`config.mk`:
```
export PLATFORM = sky130hd
export DESIGN_NAME = job_issuer
export DESIGN_NICKNAME = d
export VERILOG_FILES = /design/src/rtl/issuer_pkg.sv /design/src/rtl/job_fifo.sv /design/src/rtl/job_issuer.sv
export SDC_FILE = /design/constraint.sdc
export NUM_CORES = 1
export LEC_CHECK = 0
export CORE_ASPECT_RATIO = 1.1
export CORE_MARGIN = 3
export CORE_UTILIZATION = 57
export CTS_BUF_LIST = sky130_fd_sc_hd__clkbuf_2
export DETAILED_ROUTE_END_ITERATION = 12
export PLACE_DENSITY = 0.94
export SLEW_MARGIN = 10
export SYNTH_ARGS = -nofsm -noshare
export SYNTH_HDL_FRONTEND = slang
export SYNTH_HIERARCHICAL = 1
export SYNTH_SLANG_ARGS = --single-unit
```
`constraint.sdc`:
```
create_clock -name clk -period 3.9 [get_ports clk]
set_input_delay 1.17 -clock clk [delete_from_list [all_inputs] [get_ports clk]]
set_output_delay 1.17 -clock clk [all_outputs]
set_load 0.05 [all_outputs]
```
`src/rtl/issuer_pkg.sv`:
```
// Shared types and constants for the job issuer: FSM encoding, operand count, timeout counter width.
package issuer_pkg;

    localparam int unsigned OP_COUNT = 4;
    localparam int unsigned TMO_W    = 8;

    typedef enum logic [2:0] {
        ST_IDLE,
        ST_CLEAR,
        ST_START,
        ST_WAIT,
        ST_OUTPUT
    } state_t;

endpackage

```
`src/rtl/job_fifo.sv`:
```
// Circular job buffer with wrap-around pointers, a separate occupancy count and registered flags.
module job_fifo #(
    parameter int unsigned W     = 32,
    parameter int unsigned DEPTH = 4
) (
    input  logic         clk,
    input  logic         rst,
    input  logic         push,
    input  logic [W-1:0] push_data,
    input  logic         pop,
    output logic [W-1:0] pop_data,
    output logic         empty,
    output logic         full
);

    localparam int unsigned AW = $clog2(DEPTH);
    localparam int unsigned CW = AW + 1;

    logic [W-1:0]  mem [DEPTH];
    logic [AW-1:0] wr_ptr;
    logic [AW-1:0] rd_ptr;
    logic [CW-1:0] count;
    logic [CW-1:0] count_nxt;
    logic          push_en;
    logic          pop_en;

    assign push_en   = push && !full;
    assign pop_en    = pop && !empty;
    assign count_nxt = count + CW'(push_en) - CW'(pop_en);
    assign pop_data  = mem[rd_ptr];

    // Flags are registered from the next count so they are clean flop outputs.
    always_ff @(posedge clk) begin
        if (!rst) begin
            wr_ptr <= '0;
            rd_ptr <= '0;
            count  <= '0;
            empty  <= 1'b1;
            full   <= 1'b0;
        end else begin
            if (push_en) wr_ptr <= wr_ptr + AW'(1);
            if (pop_en)  rd_ptr <= rd_ptr + AW'(1);
            count <= count_nxt;
            empty <= (count_nxt == CW'(0));
            full  <= (count_nxt == CW'(DEPTH));
        end
    end

    // Storage needs no reset; the pointers define what is valid.
    always_ff @(posedge clk) begin
        if (push_en) mem[wr_ptr] <= push_data;
    end

endmodule

```
`src/rtl/job_issuer.sv`:
```
// Sequences queued operand sets through the start/done worker: reset, start, wait with timeout, return result.
module job_issuer
    import issuer_pkg::*;
#(
    parameter int unsigned DATA_W  = 8,
    parameter int unsigned DEPTH   = 4,
    parameter int unsigned TIMEOUT = 64
) (
    input  logic                       clk,
    input  logic                       rst,
    input  logic                       in_valid,
    output logic                       in_ready,
    input  logic [OP_COUNT*DATA_W-1:0] in_data,
    output logic                       wrk_rst,
    output logic                       wrk_start,
    input  logic                       wrk_done,
    output logic [OP_COUNT*DATA_W-1:0] wrk_ops,
    input  logic [DATA_W-1:0]          wrk_result,
    output logic                       out_valid,
    input  logic                       out_ready,
    output logic [DATA_W-1:0]          out_data,
    output logic                       out_timeout,
    output logic                       busy,
    output logic [TMO_W-1:0]           tmo_count
);

    localparam int unsigned OPS_W = OP_COUNT * DATA_W;
    localparam int unsigned CNT_W = (TIMEOUT > 1) ? $clog2(TIMEOUT) : 1;

    state_t             state;
    state_t             state_nxt;
    logic               fifo_empty;
    logic               fifo_full;
    logic [OPS_W-1:0]   fifo_data;
    logic               pop;
    logic               capture_done;
    logic               capture_tmo;
    logic               wrk_rst_nxt;
    logic               wrk_start_nxt;
    logic               out_valid_nxt;
    logic               busy_nxt;
    logic [CNT_W-1:0]   wait_cnt;
    logic               wait_last;

    assign in_ready  = !fifo_full;
    assign wait_last = (wait_cnt == CNT_W'(TIMEOUT - 1));

    job_fifo #(
        .W     (OPS_W),
        .DEPTH (DEPTH)
    ) u_fifo (
        .clk       (clk),
        .rst       (rst),
        .push      (in_valid),
        .push_data (in_data),
        .pop       (pop),
        .pop_data  (fifo_data),
        .empty     (fifo_empty),
        .full      (fifo_full)
    );

    // State register.
    always_ff @(posedge clk) begin
        if (!rst) state <= ST_IDLE;
        else      state <= state_nxt;
    end

    // Next-state logic; done has priority over the timeout in WAIT.
    always_comb begin
        state_nxt = state;
        unique case (state)
            ST_IDLE:   if (!fifo_empty) state_nxt = ST_CLEAR;
            ST_CLEAR:  state_nxt = ST_START;
            ST_START:  state_nxt = ST_WAIT;
            ST_WAIT:   if (wrk_done || wait_last) state_nxt = ST_OUTPUT;
            ST_OUTPUT: if (out_ready) state_nxt = ST_IDLE;
            default:   state_nxt = ST_IDLE;
        endcase
    end

    // Output decode: strobes for the datapath and next values of the registered outputs.
    always_comb begin
        pop           = 1'b0;
        capture_done  = 1'b0;
        capture_tmo   = 1'b0;
        wrk_rst_nxt   = (state_nxt == ST_CLEAR);
        wrk_start_nxt = (state_nxt == ST_START);
        out_valid_nxt = (state_nxt == ST_OUTPUT);
        busy_nxt      = (state_nxt != ST_IDLE);
        unique case (state)
            ST_IDLE: pop = !fifo_empty;
            ST_WAIT: begin
                if (wrk_done)       capture_done = 1'b1;
                else if (wait_last) capture_tmo  = 1'b1;
            end
            default: ;
        endcase
    end

    // Registered outputs, operand hold register and WAIT cycle counter.
    always_ff @(posedge clk) begin
        if (!rst) begin
            wrk_rst     <= 1'b1;
            wrk_start   <= 1'b0;
            out_valid   <= 1'b0;
            busy        <= 1'b0;
            wrk_ops     <= '0;
            out_data    <= '0;
            out_timeout <= 1'b0;
            tmo_count   <= '0;
            wait_cnt    <= '0;
        end else begin
            wrk_rst   <= wrk_rst_nxt;
            wrk_start <= wrk_start_nxt;
            out_valid <= out_valid_nxt;
            busy      <= busy_nxt;
            if (pop) wrk_ops <= fifo_data;
            if (state == ST_START)     wait_cnt <= '0;
            else if (state == ST_WAIT) wait_cnt <= wait_cnt + CNT_W'(1);
            if (capture_done) begin
                out_data    <= wrk_result;
                out_timeout <= 1'b0;
            end else if (capture_tmo) begin
                out_data    <= '0;
                out_timeout <= 1'b1;
                if (tmo_count != '1) tmo_count <= tmo_count + TMO_W'(1);
            end
        end
    end

endmodule

```
==> results of run 1 <==
[kinds of logic after synthesis]
family	Yosys count	share of synthesized area, %
flip-flops	201	70.90
AND/OR/NAND/NOR	134	8.495
AO/OA/AOI/OAI	69	5.535
buffers and inverters	33	2.475
multiplexers	33	9.866
adder cells (fa/ha/maj)	9	1.605
XOR/XNOR	8	1.120
[sequential cells by signal, indices dropped and copies added, names as in the netlist, 2 cells and up, named ones only]
signal         flops
u_fifo/mem       128
wrk_ops           32
out_data           8
tmo_count          8
wait_cnt           6
state              3
u_fifo/count       3
u_fifo/rd_ptr      2
u_fifo/wr_ptr      2
[per-layer routing]
| metal | vias to the layer above | routed length [um] | GRT usage, % |
|---|---|---|---|
| met5 | - | 0 | 0 |
| met2 | 199 | 8076 | 36.75 |
| met1 | 2294 | 5753 | 25.81 |
| met3 | 46 | 930 | 4.950 |
| li1 | 2129 | - | - |
| met4 | 0 | 418 | 9.530 |
[final timing paths]
check                           depth (start not counted)      endpoint         start  slack, ns
worst max register to register                         12   u_fifo/full      state[0]       1.10
worst max-delay path                                    1  tmo_count[7]  tmo_count[7]       0.76
worst min register to register                          2   wrk_ops[28]   wrk_ops[28]       0.46
worst min-delay path                                    2   wrk_ops[28]   wrk_ops[28]       0.46
[cell usage in the layout, fill, tap and decap left out, drive strengths merged, types with 2 or more instances in the layout]
cell type / n
nand2b: 2
or3: 3
nor3: 3
a22o: 8
nand3b: 2
inv: 12
nor2: 12
nand2: 73
clkinv: 15
clkbuf: 71
nor4b: 2
edfxtp: 128
a21oi: 42
mux4: 32
o31ai: 5
xor2: 3
o21a: 3
buf: 10
xnor2: 4
o21ai: 6
and3: 2
ha: 8
dfxtp: 73
clkdlybuf4s50: 98
nand4: 3
or4: 4
nor2b: 4
nand3: 7
and2: 11
[power by group through the flow]
stage,Combinational [mW],Clock (mW),Sequential [mW]
after floorplan,0.828,0,3.21
after global placement,1.63,0,2.85
after detailed placement,1.70,0,2.88
after CTS,1.70,1.31,2.83
after global routing,1.80,1.42,2.87
final,1.69,1.27,2.83
[cell type report]
class                      count  share of cell area (%)
clock buffer                  71                   3.942
clock inverter                17                  0.7217
inverter                      10                  0.4164
multi-input combinational    253                   22.15
sequential                   201                   58.88
tap                          157                   2.179
timing repair buffer         108                   11.71
[through the flow]
step           instances  util [%]  power [mW]  worst slack [ns]  cell area, sq um
5_1_grt              817     70.70       6.087            0.6294              9015
4_1_cts              817     70.70       5.840            0.7104              9015
3_3_place_gp         729     67.40       4.480            0.6115              8594
3_5_place_dp         729     67.40       4.571            0.5599              8594
6_report             817     70.70       5.786            0.7589              9015
2_1_floorplan        487         -       4.034            0.9314              7482
==> results.py, run 1 <==
metrics = {
    "finish": {
        "fin_nets": 675,
        "antenna_cells": 0,
        "seq_area_sq_mm": 0.005308,
        "syn_to_final_growth_pct": 20.49,
        "multi_input_area_sq_mm": 0.001997,
        "fillers": 809,
        "drive_above_1_share_pct": 18.79,
    },
    "critical_path": {
        "path_buf_inv": 1,
        "crit_required_ns": 2.73,
        "path_max_fanout": 5,
        "worstSetupPathType": "reg2out",
        "crit_family": "buffers and inverters",
        "slowest_stage": "clkdlybuf4s50_1",
        "start_kind": "register",
        "worstPathArrival_ns": 1.97,
        "cp-end-kind": "primary output",
        "path_cells": "clkdlybuf4s50_1",
        "max_stage_delay_ns": 0.84,
    },
    "logic_synthesis": {
        "postSynthCellCount": 487,
        "synth_edf_count": 128,
        "synth.most_common_cell": "edfxtp_1",
        "ys_warn_count": 6,
        "synth_cell_types": 46,
        "synthTopCellsByCount": "edfxtp_1, dfxtp_1, nand2_1, a21oi_1, mux4_2",
        "netlist_area_sq_mm": 0.007482,
        "synth.area.top_cells": "edfxtp_1, dfxtp_1, mux4_2",
        "synth_fp_nets": 541,
        "synth_top_cell_area_share_pct": 51.37,
        "async_flop_share_pct": 0,
        "synth_seq_cells": 201,
        "ys_seq_area_share_pct": 70.90,
        "synth_ff_type": "edfxtp_1",
        "synth.largest_area_cell": "edfxtp_1",
        "avgSynthCellArea_sq_um": 15.36,
    },
    "pwr": {
        "pwr-share-seq_pct": 48.9,
        "p_int_mw": 3.781,
        "p_comb_share_pct": 29.2,
        "p_per_area_mw_per_mm2": 641.8,
        "clkPwrFrac_pct": 21.9,
        "p_leak_nw": 3.101,
        "swShare_pct": 34.65,
        "ir_drop_mv": 0.3574,
        "power.switching_mw": 2.005,
    },
    "floorplan": {
        "pin_count": 99,
        "row_count": 43,
        "core_area_sq_mm": 0.01275,
        "initial_utilization_pct": 58.68,
        "die_y_um": 126.2,
        "dieArea_sq_mm": 0.01454,
        "die_x_um": 115.2,
    },
    "detailed_routing": {
        "postRouteAntennaNets": 0,
        "drcViolationCount": 0,
        "vias_per_cell": 5.714,
        "dr.pass1.iters": 5,
        "drtIter0Drc": 500,
        "totalWireLength_um": 15180,
        "vias": 4668,
        "wire_per_inst_um": 18.58,
    },
    "sta": {
        "finClkSkew_ns": 0.06402,
        "setup_viol": 0,
        "rsz0062_at_grt": "no",
        "period_needed_ns": 3.141,
        "worstMarginPinSlew_ns": 0.9462,
        "maxSlewHeadroom_pct": 36.34,
        "holdWs_ns": 0.4634,
        "fin_tns_setup_ns": 0,
        "finalCritPeriodShare_pct": 80.54,
        "maxSlewViolCount": 0,
        "hold_violations": 0,
        "max_freq_ghz": 0.3184,
    },
    "clock_tree": {
        "hold_buffers": 0,
        "post_cts_resized": 0,
        "insertion_delay_ns": 0.71,
        "cts_tree": "built",
        "cts.reportedPaths.clkPinSlew_ns": 0.11,
        "numCtsBuffers": 47,
        "cts-root-buf": "clkbuf_2",
        "htreeDepth": 2,
        "max-clock-path-buffers": 3,
        "clock_sinks": 201,
        "post_cts_buffers": 0,
    },
    "grt": {
        "grt_use_total_pct": 21.47,
        "grt_pass1_wl_um": 24410,
        "grt_max_degree": 46,
        "antenna_found_initial": 0,
        "grt_pass1_vias": 4936,
        "overflow": 0,
    },
    "place": {
        "place_congestion": 0.8483,
        "dpl.hpwl_um": 9741,
        "port_buffers": 98,
    },
    "min_path": {
        "hold_class": "reg2reg",
    },
    "run": {
        "maxCapViolCount": 0,
    },
    "status": {
        "status": "finished clean",
    },
}
Note: power is estimated with default switching activity, not from simulation.
==> inputs of run 2 (changes only) <==
==> constraint.sdc (replaced) <==
create_clock -name clk -period 3.12 [get_ports clk]
set_input_delay 0.936 -clock clk [delete_from_list [all_inputs] [get_ports clk]]
set_output_delay 0.936 -clock clk [all_outputs]
set_load 0.05 [all_outputs]
==> run 2 against run 1 <==
Compared with the run above: sequential share of layout area shrank 0.42 points; largest power group unchanged; clock-buffer cell count did not move; design area grew 0.72%; die area unchanged; wire length fell by 3.3%; highest routed layer unchanged.
==> results.py, run 2 (synthesis results as in run 1) <==
metrics = {
    "clock_tree": {
        "htreeDepth": 2,
        "cts_tree": "built",
        "cts.reportedPaths.clkPinSlew_ns": 0.10,
        "clock_sinks": 201,
        "insertion_delay_ns": 0.75,
        "post_cts_buffers": 0,
        "hold_buffers": 0,
        "cts-root-buf": "clkbuf_2",
        "numCtsBuffers": 48,
        "post_cts_resized": 0,
        "max-clock-path-buffers": 3,
    },
    "critical_path": {
        "path_max_fanout": 7,
        "rrSetupSlack_ns": 0.66,
        "reg2reg_depth": 11,
        "crit_required_ns": 2.18,
        "cp-end-kind": "primary output",
        "crit_family": "buffers and inverters",
        "path_cells": "clkdlybuf4s50_1",
        "start_kind": "register",
        "path_buf_inv": 1,
        "worstPathArrival_ns": 2.00,
        "timing.rr.end": "u_fifo/full",
        "worstSetupPathType": "reg2out",
        "max_stage_delay_ns": 0.84,
        "slowest_stage": "clkdlybuf4s50_1",
        "timing.rr.start": "state[0]",
    },
    "detailed_routing": {
        "dr.pass1.iters": 4,
        "postRouteAntennaNets": 0,
        "vias_per_cell": 5.493,
        "drcViolationCount": 0,
        "totalWireLength_um": 14670,
        "wire_per_inst_um": 17.87,
        "drtIter0Drc": 378,
        "vias": 4510,
    },
    "floorplan": {
        "pin_count": 99,
        "die_x_um": 115.2,
        "core_area_sq_mm": 0.01275,
        "initial_utilization_pct": 58.68,
        "dieArea_sq_mm": 0.01454,
        "row_count": 43,
        "die_y_um": 126.2,
    },
    "min_path": {
        "min-delay-start": "wrk_ops[0]",
        "hold_class": "reg2reg",
        "hold_depth": 2,
        "hold_end": "wrk_ops[0]",
    },
    "sta": {
        "finClkSkew_ns": 0.06684,
        "finalCritPeriodShare_pct": 94.01,
        "max_freq_ghz": 0.3409,
        "maxSlewViolCount": 0,
        "rsz0062_at_grt": "no",
        "maxSlewHeadroom_pct": 43.50,
        "worstMarginPinSlew_ns": 0.8476,
        "hold_violations": 0,
        "setup_viol": 0,
        "period_needed_ns": 2.933,
    },
    "grt": {
        "antenna_found_initial": 0,
        "overflow": 0,
        "globalRouteMet3Util_pct": 5.190,
        "grt_pass1_wl_um": 23570,
        "grt_pass1_vias": 4873,
        "grt_max_degree": 35,
        "top_usage_layer": "met2",
        "use_met2_pct": 35.87,
        "grt_use_total_pct": 20.81,
        "use_met1_pct": 24.49,
    },
    "finish": {
        "syn_to_final_growth_pct": 21.35,
        "fin_nets": 679,
        "fin_util_pct": 71.21,
        "largest-register": "u_fifo/mem",
        "most-common-layout-cells": "edfxtp_1, clkdlybuf4s50_1, nand2_1",
        "largest_reg_flops": 128,
        "drive_above_1_share_pct": 19.00,
        "layout_commonest_cell": "edfxtp_1",
        "stdcell_count": 821,
        "largestRegisters": "u_fifo/mem (128), wrk_ops (32)",
    },
    "run": {
        "maxCapViolCount": 0,
    },
    "pwr": {
        "p_leak_nw": 3.123,
        "total_power_mw": 7.242,
        "p_per_area_mw_per_mm2": 797.6,
        "ir_drop_mv": 0.4296,
    },
    "status": {
        "status": "finished clean",
    },
    "place": {
        "port_buffers": 98,
        "dpl.hpwl_um": 9405,
        "place_congestion": 0.8415,
        "dp.cells": 732,
    },
}
==> run 2: cell types whose count changed in the layout (fill, tap and decap cells not counted), sizes merged <==
cell	before	now
buf	10	13
clkinv	15	18
diode	0	1
inv	12	9
==> run 2: final cells by class <==
cell class / count / area, sq um
inverters: 10 / 37.54
repair buffers: 111 / 1116
diodes: 1 / 2.502
flip-flops and latches: 201 / 5308
clock inverters: 17 / 67.56
clock buffers: 71 / 355.3
multi-input cells: 253 / 1997
well taps: 157 / 196.4
fillers: 829 / 3671
==> run 2: stage by stage <==
| stage | cell area (sq um) | setup WS (ns) | hold slack (ns) | TNS (ns) |
|---|---|---|---|---|
| finish | 9080 | 0.1869 | 0.4605 | 0 |
| global route | 9077 | 0.02507 | 0.4824 | 0 |
| CTS | 9077 | 0.09156 | 0.4647 | 0 |
| detailed placement | 8655 | -0.05819 | 0.4472 | -0.05819 |
| global placement | 8655 | 0.07353 | 0.4451 | 0 |
| floorplan | 7482 | 0.3854 | 0.4536 | 0 |
==> run 2: how the worst max path moves through the flow <==
stage,from,to,slack (ns),depth (start not counted)
floorplan,in_valid,u_fifo/full,0.39,10
global placement,in_valid,u_fifo/full,0.07,10
detailed placement,in_valid,u_fifo/full,-0.06,10
CTS,tmo_count[4],tmo_count[4],0.09,1
global route,tmo_count[3],tmo_count[3],0.03,1
finish,tmo_count[3],tmo_count[3],0.19,1
==> run 2: report_power, final <==
part	internal [mW]	leakage (nW)	total (mW)	switching, mW
Combinational	0.847	1.02	2.15	1.30
Sequential	3.29	1.77	3.51	0.217
Clock	0.610	0.329	1.58	0.970
==> run 2: routing by layer <==
metal | part of all wire, % | vias up
met5 | 0 | -
met4 | 1.6 | 0
met3 | 5.8 | 23
met2 | 54 | 146
met1 | 38 | 2208
li1 | - | 2133
